==> src/rtl/cci_mpf_shim_rd_tag_remap.sv <==
// Channel-0 read tag remapper: swaps AFU mdata for a dense internal tag on the
// way to QLP and restores the original mdata on the buffered response.
module cci_mpf_shim_rd_tag_remap #(
   parameter int MDATA_WIDTH       = 13,
   parameter int HDR_OTHER_WIDTH   = 48,
   parameter int CCI_DATA_WIDTH    = 512,
   parameter int N_TAGS            = 64,
   parameter int ALMFULL_THRESHOLD = 4
) (
   input  logic                       clk,
   input  logic                       resetb,
   input  logic                       afu_c0_tx_rd_valid,
   input  logic [MDATA_WIDTH-1:0]     afu_c0_tx_mdata,
   input  logic [HDR_OTHER_WIDTH-1:0] afu_c0_tx_hdr_other,
   output logic                       afu_c0_tx_almfull,
   output logic                       qlp_c0_tx_rd_valid,
   output logic [MDATA_WIDTH-1:0]     qlp_c0_tx_mdata,
   output logic [HDR_OTHER_WIDTH-1:0] qlp_c0_tx_hdr_other,
   input  logic                       qlp_c0_tx_almfull,
   input  logic                       raw_c0_rx_rd_valid,
   input  logic [MDATA_WIDTH-1:0]     raw_c0_rx_mdata,
   input  logic                       buf_c0_rx_rd_valid,
   input  logic [MDATA_WIDTH-1:0]     buf_c0_rx_mdata,
   input  logic [CCI_DATA_WIDTH-1:0]  buf_c0_rx_data,
   output logic                       afu_c0_rx_rd_valid,
   output logic [MDATA_WIDTH-1:0]     afu_c0_rx_mdata,
   output logic [CCI_DATA_WIDTH-1:0]  afu_c0_rx_data,
   output logic                       err_unexpected_rsp
);

   localparam int TAG_BITS = $clog2(N_TAGS);

   logic [N_TAGS-1:0]          busy_q, busy_d;
   logic [TAG_BITS:0]          free_cnt_q, free_cnt_d;
   logic [TAG_BITS-1:0]        alloc_tag;
   logic                       alloc_en, free_en, rsp_bad;
   logic [TAG_BITS-1:0]        rsp_tag, raw_tag;
   logic                       rsp_hi, raw_hi;
   logic                       tx_valid_q;
   logic [TAG_BITS-1:0]        tx_tag_q;
   logic [HDR_OTHER_WIDTH-1:0] tx_hdr_q;
   logic                       err_q;
   logic [MDATA_WIDTH-1:0]     mdata_ram [N_TAGS];
   logic [MDATA_WIDTH-1:0]     rd_mdata_q;

   assign rsp_tag = buf_c0_rx_mdata[TAG_BITS-1:0];
   assign raw_tag = raw_c0_rx_mdata[TAG_BITS-1:0];

   generate
      if (MDATA_WIDTH > TAG_BITS) begin : g_upper
         assign rsp_hi = |buf_c0_rx_mdata[MDATA_WIDTH-1:TAG_BITS];
         assign raw_hi = |raw_c0_rx_mdata[MDATA_WIDTH-1:TAG_BITS];
      end else begin : g_no_upper
         assign rsp_hi = 1'b0;
         assign raw_hi = 1'b0;
      end
   endgenerate

   // Lowest free tag wins; scanning downward leaves the smallest index last.
   always_comb begin
      alloc_tag = '0;
      for (int i = N_TAGS - 1; i >= 0; i--) begin
         if (!busy_q[i]) alloc_tag = TAG_BITS'(i);
      end
   end

   assign alloc_en = afu_c0_tx_rd_valid && (free_cnt_q != '0);
   // Only a response for a live, in-range tag returns it to the pool.
   assign free_en  = buf_c0_rx_rd_valid && !rsp_hi && busy_q[rsp_tag];
   assign rsp_bad  = buf_c0_rx_rd_valid && !free_en;

   always_comb begin
      busy_d = busy_q;
      if (free_en)  busy_d[rsp_tag]   = 1'b0;
      if (alloc_en) busy_d[alloc_tag] = 1'b1;
   end

   always_comb begin
      free_cnt_d = free_cnt_q;
      case ({alloc_en, free_en})
         2'b10:   free_cnt_d = free_cnt_q - (TAG_BITS+1)'(1);
         2'b01:   free_cnt_d = free_cnt_q + (TAG_BITS+1)'(1);
         default: free_cnt_d = free_cnt_q;
      endcase
   end

   always_ff @(posedge clk or negedge resetb) begin
      if (!resetb) begin
         busy_q     <= '0;
         free_cnt_q <= (TAG_BITS+1)'(N_TAGS);
         tx_valid_q <= 1'b0;
         tx_tag_q   <= '0;
         tx_hdr_q   <= '0;
         err_q      <= 1'b0;
      end else begin
         busy_q     <= busy_d;
         free_cnt_q <= free_cnt_d;
         tx_valid_q <= alloc_en;
         if (alloc_en) begin
            tx_tag_q <= alloc_tag;
            tx_hdr_q <= afu_c0_tx_hdr_other;
         end
         err_q      <= err_q | rsp_bad;
      end
   end

   // Tag store; the read is launched from the raw response so it lines up with the buffered one.
   always_ff @(posedge clk) begin
      if (alloc_en) mdata_ram[alloc_tag] <= afu_c0_tx_mdata;
      if (raw_c0_rx_rd_valid && !raw_hi) rd_mdata_q <= mdata_ram[raw_tag];
   end

   assign afu_c0_tx_almfull   = qlp_c0_tx_almfull ||
                                (free_cnt_q <= (TAG_BITS+1)'(ALMFULL_THRESHOLD));
   assign qlp_c0_tx_rd_valid  = tx_valid_q;
   assign qlp_c0_tx_mdata     = MDATA_WIDTH'(tx_tag_q);
   assign qlp_c0_tx_hdr_other = tx_hdr_q;
   assign afu_c0_rx_rd_valid  = buf_c0_rx_rd_valid;
   assign afu_c0_rx_data      = buf_c0_rx_data;
   assign afu_c0_rx_mdata     = rd_mdata_q;
   assign err_unexpected_rsp  = err_q;

   a_no_req_when_full: assert property (@(posedge clk) disable iff (!resetb)
      !(afu_c0_tx_rd_valid && (free_cnt_q == '0)));

endmodule

==> config.mk <==
export PLATFORM = sky130hd
export DESIGN_NAME = cci_mpf_shim_rd_tag_remap
export DESIGN_NICKNAME = d
export VERILOG_FILES = /design/src/rtl/cci_mpf_shim_rd_tag_remap.sv
export SDC_FILE = /design/constraint.sdc
export NUM_CORES = 1
export LEC_CHECK = 0
export ABC_CLOCK_PERIOD_IN_PS = 4950
export CAP_MARGIN = 15
export CELL_PAD_IN_SITES_DETAIL_PLACEMENT = 1
export CELL_PAD_IN_SITES_GLOBAL_PLACEMENT = 2
export CORE_AREA = 2 2 469 471
export CTS_CLUSTER_DIAMETER = 30
export DETAILED_ROUTE_END_ITERATION = 12
export DIE_AREA = 0 0 471 473
export PLACE_DENSITY_LB_ADDON = 0.1
export REMOVE_ABC_BUFFERS = 1
export SLEW_MARGIN = 20
export SYNTH_ARGS = -nofsm -noshare
export SYNTH_HDL_FRONTEND = slang
export SYNTH_SLANG_ARGS = --single-unit
==> constraint.sdc <==
create_clock -name clk -period 4.95 [get_ports clk]
set_clock_uncertainty 0.1 [all_clocks]
set_input_delay 1.485 -clock clk [delete_from_list [all_inputs] [get_ports clk]]
set_output_delay 1.485 -clock clk [all_outputs]
set_load 0.02 [all_outputs]
-- Word level (Yosys, flattened, before mapping)
Memory sizes are Yosys's and may differ from the RTL's. A register that Yosys moved wholly into a read port is not among the register bits.
Cells that the tools add are included.
- bits in registers: 127
- ROM bits: 0
- latch bits: 0
- logic and storage cells: 110
- output and inout bits: 590
- bits in writable memories: 832
- memories: 1
- memory list (name ; words ; width ; rd ports ; clocked after Yosys merged registers in ; write ports ; line ; source):
    mdata_ram ; 64 ; 13 ; 1 ; 1 ; 1 ; 43 ; logic [MDATA_WIDTH-1:0] mdata_ram [N_TAGS];
- shifts and indexed selects: 0
- eq/ne operators: 2
- reduce and logical (&&, ||, !) cells: 15
- multiplexer cells: 75
- $mul: 0
- bitwise operators: 4
- $add $sub $neg: 2
- divide/modulo/power cells: 0
- order comparisons: 5
- operator list (cell ; count):
    $mux 6 ; 64
    $mux 64 ; 2
    $and 64x64->64 ; 1
    $not 64->64 ; 1
    $or 64x64->64 ; 1
    $lt 6x7->1 const B ; 2
    $pmux 7 s2 ; 1
    $reduce_or 7->1 ; 2
    $demux 1 s6 ; 2
    $ge 6x1->1 const B ; 2
    $add 7x1->7 const B ; 1
    $le 7x3->1 const B ; 1
    $logic_and 1x1->1 ; 7
    $reduce_bool 7->1 ; 1
    $sub 7x1->7 const B ; 1
    $bmux 1 s6 ; 1
    $mux 1 ; 5
    $logic_not 1->1 ; 3
    $eq 2x1->1 const B ; 1
    $eq 2x2->1 const B ; 1
    $reduce_bool 2->1 ; 1
    $logic_or 1x1->1 ; 1
    $or 1x1->1 ; 1

-- Depth between registers and ports, before layout
Gate-level depths: netlist of run 1.
- word-level depth: 70
- mapped depth: 19
- gate-level depth less buffers: 16

-- Worst setup path before layout of run 1
No wires, ideal clock.
- path kind: input to register
- start: input buf_c0_rx_mdata[1]
- end: register free_cnt_q[6]
- data arrival time: 4620 ps
- required time: 4767 ps
- path buffers: 2
- stages on the path: 18
- setup slack: 147 ps
- cells stage by stage: buf_6 -> and2_1 -> buf_2 -> a221oi_1 -> o221ai_1 -> a211o_1 -> nor4b_4 -> nor2_1 -> ha_1 -> inv_1 -> ha_1 -> a21o_1 -> a21oi_1 -> o21bai_1 -> a21oi_1 -> xnor2_1 -> nor2_1 -> xor2_1
- word-level cells in the longest chain between the ends: 5
- ends and longest elaborated chain (what ; line ; source):
    from (decl) ; 23 ; input logic [MDATA_WIDTH-1:0] buf_c0_rx_mdata,
    $bmux 1 s6 * ; 69 ; assign free_en = buf_c0_rx_rd_valid && !rsp_hi && busy_q[rsp_tag];
    $mux 1 (not written as such) * ; 69 ;
    $logic_and 1x1->1 * ; 69 ;
    $eq 2x1->1 / $eq 2x2->1 (equally long branches) ; 80 ; case ({alloc_en, free_en})
    $pmux 7 s2 / $reduce_bool 2->1 (equally long branches) ; -- ;
    to (signal assigned) ; 90 ; free_cnt_q <= (TAG_BITS+1)'(N_TAGS);
    to (signal assigned) ; 97 ; free_cnt_q <= free_cnt_d;
    to (decl) ; 34 ; logic [TAG_BITS:0] free_cnt_q, free_cnt_d;
Mark *: on every way between the ends. The rest lies on a longest branch, timed or not. The select of a mux whose other input is x is not followed.
A chain may end at the register's enable or synchronous reset.

-- Final worst setup path of run 1
Ends and elaborated chain as after synthesis.

==> results of run 1 <==
layout make-up:
type                    count  area, um2
fillers                 22800     161000
flip-flops and latches    972      28600
multi-input cells         965      10400
clock buffers             364       8230
repair buffers            367       3600
well taps                2871       3590
clock inverters           179       2370
inverters                  26       97.6
diodes                      5       12.5
critical path: cells and delay by family:
family | cells | cell delay [ps]
mux | 2 | 760
fa+ha+maj | 2 | 460
compound gates | 4 | 680
buf+inv | 4 | 1040
xor+xnor | 2 | 230
simple gates | 5 | 760
metrics by stage:
step	setup slack [ps]	util [%]	TNS, ps	area, um2	hold slack (ps)
floorplan	-940	-	-372480	38800	370
global placement	-626	21.2	-1910	46200	360
detailed placement	-760	21.2	-2790	46200	370
CTS	237	26.0	0	56800	375
global route	16.3	26.0	0	56800	400
finish	257	26.0	0	56800	368
Yosys cell counts, types with 3 or more instances:
| cell | n | share of area [%] |
|---|---|---|
| or2_2 | 4 | 0.058 |
| and3_1 | 15 | 0.22 |
| inv_1 | 24 | 0.21 |
| o21bai_1 | 4 | 0.070 |
| buf_1 | 15 | 0.13 |
| a31oi_1 | 5 | 0.072 |
| buf_2 | 31 | 0.36 |
| o31a_1 | 3 | 0.061 |
| ha_1 | 6 | 0.17 |
| o2bb2ai_1 | 19 | 0.39 |
| a21boi_0 | 6 | 0.10 |
| a211o_1 | 3 | 0.061 |
| buf_4 | 522 | 9.1 |
| a211oi_1 | 4 | 0.070 |
| nand3_1 | 75 | 0.87 |
| nor3b_1 | 3 | 0.052 |
| a22o_1 | 3 | 0.061 |
| nand4_1 | 22 | 0.32 |
| o22ai_1 | 3 | 0.043 |
| or3_1 | 5 | 0.072 |
| o21ai_0 | 31 | 0.36 |
| o22ai_2 | 7 | 0.20 |
| or3b_2 | 3 | 0.061 |
| nand3b_1 | 4 | 0.070 |
| nand2_1 | 203 | 1.8 |
| o31ai_1 | 5 | 0.087 |
| nor2_1 | 55 | 0.48 |
| a21oi_1 | 18 | 0.21 |
| a21o_1 | 36 | 0.63 |
| edfxtp_1 | 845 | 59 |
| and2_1 | 17 | 0.25 |
| nor3_1 | 28 | 0.32 |
| nor4_1 | 9 | 0.13 |
| nand2b_1 | 12 | 0.17 |
| and4_1 | 3 | 0.061 |
| mux2i_1 | 8 | 0.19 |
| mux4_2 | 277 | 14 |
| mux2_2 | 8 | 0.21 |
| dfrtp_1 | 126 | 7.3 |
| nor2b_1 | 7 | 0.10 |
| clkbuf_1 | 72 | 0.63 |
| a221oi_1 | 5 | 0.10 |
| xnor2_1 | 5 | 0.10 |
registers in the layout (all words and copies together) (netlist names):
signal and count:
free_cnt_q 7, qlp_c0_tx_hdr_other 48, busy_q 64, qlp_c0_tx_rd_valid 1, mdata_ram 832, tx_tag_q 6
afu_c0_rx_mdata 13, err_unexpected_rsp 1
cells by family (layout without fill, tap and decap cells):
kind of cell	count (synthesis)	in the layout	synth area share, %
other cells	1	12	0.00868
mux	293	293	14.8
simple gates	476	476	5.26
fa+ha+maj	7	7	0.220
buf+inv	667	936	10.4
flops	972	972	66.1
compound gates	175	175	3.01
xor+xnor	7	7	0.142
power breakdown:
group          leakage (nW)  switching, mW  total [mW]  internal, mW
registers              9.17          0.332        9.91          9.58
logic                  5.42           2.94        4.35          1.41
clock network          5.18           5.78        20.4          14.6
total                  19.8           9.05        34.7          25.6
worst paths after layout:
kind	to	cells after the start
worst max register to register	mdata_ram[4][3]$_DFFE_PP_	9
worst max-delay path	free_cnt_q[6]$_DFFE_PN1P_	19
max in group asynchronous	qlp_c0_tx_hdr_other[0]$_DFFE_PN0P_	2
min in group asynchronous	qlp_c0_tx_hdr_other[32]$_DFFE_PN0P_	1
worst min register to register	qlp_c0_tx_hdr_other[41]$_DFFE_PN0P_	2
worst min-delay path	qlp_c0_tx_hdr_other[41]$_DFFE_PN0P_	2
layer usage:
| metal | track usage, % | vias up | wire, um |
|---|---|---|---|
| met1 | 19.2 | 13900 | 77500 |
| met2 | 55.2 | 3220 | 180000 |
| li1 | - | 9715 | - |
| met3 | 47.2 | 851 | 114000 |
| met5 | 23.5 | - | 7220 |
| met4 | 44.5 | 126 | 62000 |
==> impl_metrics.py, run 1 <==
metrics = {
    "global_routing": {
        "grt_pass1_vias": 27800,
        "grt_overflow": 0,
        "antenna_found_initial": 20,
        "grt_pass1_wl_um": 506000,
        "track_usage_pct": 38.9,
        "grt_start_max_net_pins": 87,
    },
    "timing": {
        "drv_slew": 0,
        "period_share_pct": 94.8,
        "rsz0062_at_grt": "no",
        "finalHoldViolations": 0,
        "min_period_ps": 4690,
        "worst_slew_pin_slew_ps": 991,
        "fmax_mhz": 213,
        "setup_viol": 0,
        "relSlewSlack_pct": 33.9,
    },
    "synth": {
        "yosys_warnings": 0,
        "avgSynthCellArea_um2": 16.6,
        "ys_types": 76,
        "synthFlopType": "edfxtp_1",
        "syn_area_mm2": 0.0432,
        "ys_ff_latch": 972,
        "postSynth.asyncResetShare_pct": 13.1,
        "synth_edf_count": 845,
        "synthCells": 2598,
        "synth-seq-area-share_pct": 66.1,
    },
    "detailed_routing": {
        "wl_per_cell_um": 76.6,
        "drtIter0Drc": 2839,
        "vias": 27800,
        "wl_um": 441000,
        "drc": 0,
        "antenna_left": 0,
        "routed_via_density": 4.83,
        "first_pass_iters": 5,
    },
    "clock_network": {
        "clock_sinks": 972,
        "cts_setup_buffers": 0,
        "post_cts_resized": 0,
        "cts_max_level": 5,
        "cts-hold-fix-buffers": 0,
        "clkLatencyLatePin_ps": 950,
        "numCtsBuffers": 317,
        "clkSlewWorstSetupHoldPaths_ps": 40,
        "cts_root_buffer": "clkbuf_16",
        "cts_tree": "done",
        "cts.path.max_buffers": 4,
    },
    "critical_path": {
        "worstPathMaxFanout": 10,
        "critical_path.slowest_cell": "clkdlybuf4s50_1",
        "cp.arrival_ps": 5420,
        "r2r-start": "busy_q[26]$_DFF_PN0_",
        "worstSetupPathType": "in2reg",
        "start_kind": "primary input",
        "cp.required_ps": 5680,
        "crit_path_start": "buf_c0_rx_mdata[1]",
        "ff2ff_setup_slack_ps": 600,
        "slowest_delay_ps": 520,
        "crit_chain": "clkdlybuf4s50_1 > buf_12 > mux4_2 > mux2_2 > nand2_1 > nand4_1 > nor4b_4 > buf_4 > nor2_1 > ha_1 > inv_1 > ha_1 > a21o_1 > a21oi_1 > o21bai_1 > a21oi_1 > xnor2_1 > nor2_1 > xor2_1",
        "worst_setup_path_end_kind": "register",
    },
    "power": {
        "vdd_drop_max_uv": 417,
        "total_power_mw": 34.7,
        "powerDensity_mw_per_mm2": 611,
        "leakage_nw": 19.8,
    },
    "floorplan": {
        "fp.dieH_um": 473,
        "dieArea_mm2": 0.223,
        "io_pins": 1195,
        "core_area_mm2": 0.218,
        "initial_core_util_pct": 19.8,
        "rows": 172,
        "chipWidth_um": 471,
    },
    "finish": {
        "drive_above_1_share_pct": 35.4,
        "layout_commonest_cell": "edfxtp_1",
        "final_nets": 3261,
        "finalNonFillerCells": 5749,
        "final_cell_mix": "edfxtp_1 (845), clkbuf_16 (319), mux4_2 (277), nand2_1 (203), buf_4 (171)",
        "area_growth_pct": 31.5,
    },
    "worst_hold_path": {
        "hp-class": "reg2reg",
        "worstHoldStart": "qlp_c0_tx_hdr_other[41]$_DFFE_PN0P_",
    },
    "place": {
        "dp_cells": 5200,
        "dpl.hpwl_um": 383000,
        "portBuffers": 163,
        "place.gp.congestion": 1.52,
    },
    "status": {
        "status": "finished, final reports clean",
    },
    "flow_run": {
        "max-cap-violations": 0,
    },
}
Note: power is estimated with default switching activity, not from simulation.
==> run 2, diff against run 1 <==
PLACE_DENSITY = 0.48   (was default)
PLACE_DENSITY_LB_ADDON = default   (was 0.1)
SETUP_SLACK_MARGIN = 0.3   (was default)
==> impl_metrics.py, run 2 (synthesis results as in run 1) <==
metrics = {
    "power": {
        "leakage_nw": 18.6,
        "vdd_drop_max_uv": 407,
        "powerDensity_mw_per_mm2": 552,
        "total_power_mw": 30.0,
    },
    "timing": {
        "worst_slew_pin_slew_ps": 1190,
        "setup_viol": 0,
        "relSlewSlack_pct": 20.9,
        "drv_slew": 0,
        "period_share_pct": 88.1,
        "finalHoldViolations": 0,
        "fmax_mhz": 229,
        "min_period_ps": 4360,
        "rsz0062_at_grt": "no",
    },
    "clock_network": {
        "clkSlewWorstSetupHoldPaths_ps": 40,
        "cts_max_level": 4,
        "clkLatencyLatePin_ps": 880,
        "clock_sinks": 972,
        "cts.path.max_buffers": 3,
        "cts_tree": "done",
        "cts_root_buffer": "clkbuf_16",
        "numCtsBuffers": 228,
    },
    "detailed_routing": {
        "vias": 27300,
        "antenna_left": 0,
        "routed_via_density": 4.83,
        "wl_per_cell_um": 74.2,
        "drtIter0Drc": 3106,
        "wl_um": 419000,
        "first_pass_iters": 5,
        "drc": 0,
    },
    "floorplan": {
        "core_area_mm2": 0.218,
        "fp.dieH_um": 473,
        "io_pins": 1195,
        "dieArea_mm2": 0.223,
        "initial_core_util_pct": 19.8,
        "chipWidth_um": 471,
        "rows": 172,
    },
    "global_routing": {
        "antenna_found_initial": 13,
        "track_usage_pct": 37.0,
        "grt_start_max_net_pins": 65,
        "grt_pass1_wl_um": 481000,
        "grt_pass1_vias": 26300,
        "grt_overflow": 0,
    },
    "critical_path": {
        "path_common_cell": "clkdlybuf4s50_1",
        "cp.arrival_ps": 2780,
        "worstSetupPathType": "in2out",
        "crit_chain": "clkdlybuf4s50_1 > buf_4 > clkdlybuf4s50_1",
        "cp.required_ps": 3370,
        "worst_setup_path_end_kind": "output pin",
        "start_kind": "primary input",
        "slowest_delay_ps": 630,
        "critical_path.slowest_cell": "clkdlybuf4s50_1",
        "worstPathMaxFanout": 2,
    },
    "finish": {
        "layout_commonest_cell": "edfxtp_1",
        "largest_reg_flops": 832,
        "final_nets": 3184,
        "area_growth_pct": 26.0,
        "drive_above_1_share_pct": 34.5,
        "final_cell_mix": "edfxtp_1 (845), mux4_2 (277), clkbuf_16 (229), nand2_1 (203), buf_4 (189)",
        "largest_register": "mdata_ram",
        "stdcell_area_mm2": 0.0544,
        "fill_cells": 23200,
    },
    "flow_run": {
        "max-cap-violations": 0,
    },
    "place": {
        "placed_cell_area_mm2": 0.0461,
        "dpl.hpwl_um": 370000,
        "place.gp.congestion": 1.43,
        "portBuffers": 163,
    },
    "status": {
        "status": "finished, final reports clean",
    },
    "worst_hold_path": {
        "hp-class": "reg2reg",
    },
}
run 2: changes by cell type in the layout (fill, tap and decap cells not counted), moves of 15 or more:
cell	before	now
buf_4	171	189
clkinv_16	0	15
clkinv_1	55	34
clkinv_4	0	16
clkbuf_16	319	229
bufinv_16	58	39
run 2: path summary, 6_finish.rpt:
check	from	to	depth (start not counted)	slack, ps
setup reg to reg	busy_q[28]$_DFF_PN0_	mdata_ram[2][4]$_DFFE_PP_	7	950
max in group asynchronous	resetb	qlp_c0_tx_hdr_other[47]$_DFFE_PN0P_	2	3340
min in group asynchronous	resetb	busy_q[58]$_DFF_PN0_	1	590
hold / removal	qlp_c0_tx_hdr_other[30]$_DFFE_PN0P_	qlp_c0_tx_hdr_other[30]$_DFFE_PN0P_	2	370
setup / recovery	buf_c0_rx_rd_valid	afu_c0_rx_rd_valid	3	590
hold reg to reg	qlp_c0_tx_hdr_other[30]$_DFFE_PN0P_	qlp_c0_tx_hdr_other[30]$_DFFE_PN0P_	2	370
run 2: worst max-delay path: cells and delay by family:
| family | cells | cell delay (ps) |
|---|---|---|
| buf+inv | 3 | 1290 |
run 2: metrics by stage:
step	TNS (ps)	std cells	worst slack (ps)	utilization, %	hold slack (ps)
3_5_place_dp	-2560	5207	-701	21.1	365
4_1_cts	0	5640	301	24.9	372
2_1_floorplan	-372480	1963	-940	-	370
3_3_place_gp	-2210	5206	-665	21.1	356
5_1_grt	0	5646	440	24.9	397
6_report	0	5650	587	24.9	370
run 2: report_power, final:
part | internal (mW) | switching [mW]
clock network | 10.6 | 5.26
logic | 1.42 | 2.85
registers | 9.57 | 0.312
run 2: area by class of cell:
class                           count  area [um2]  area share (%)
Antenna cell                        4        10.0          0.0184
Inverter                           26         100           0.184
Clock inverter                    162        2230            4.10
Timing Repair Buffer              379        3560            6.55
Clock buffer                      271        5980            11.0
Multi-Input combinational cell    965       10400            19.1
Tap cell                         2871        3590            6.60
Sequential cell                   972       28600            52.4
run 2: what timing repair did:
item | in CTS | in global routing
pin swaps | 2 | 11
setup endpoints to repair | 2 | 3
gates cloned | 0 | 1
hold buffers | 0 | 0
buffers inserted | 0 | 5
resized for setup | 7 | 15
run 2: layer usage:
metal | track usage (%) | wire length [um]
met4 | 42.6 | 59400
met3 | 45.1 | 109000
met1 | 17.9 | 72400
met2 | 52.2 | 171000
met5 | 25.5 | 7590
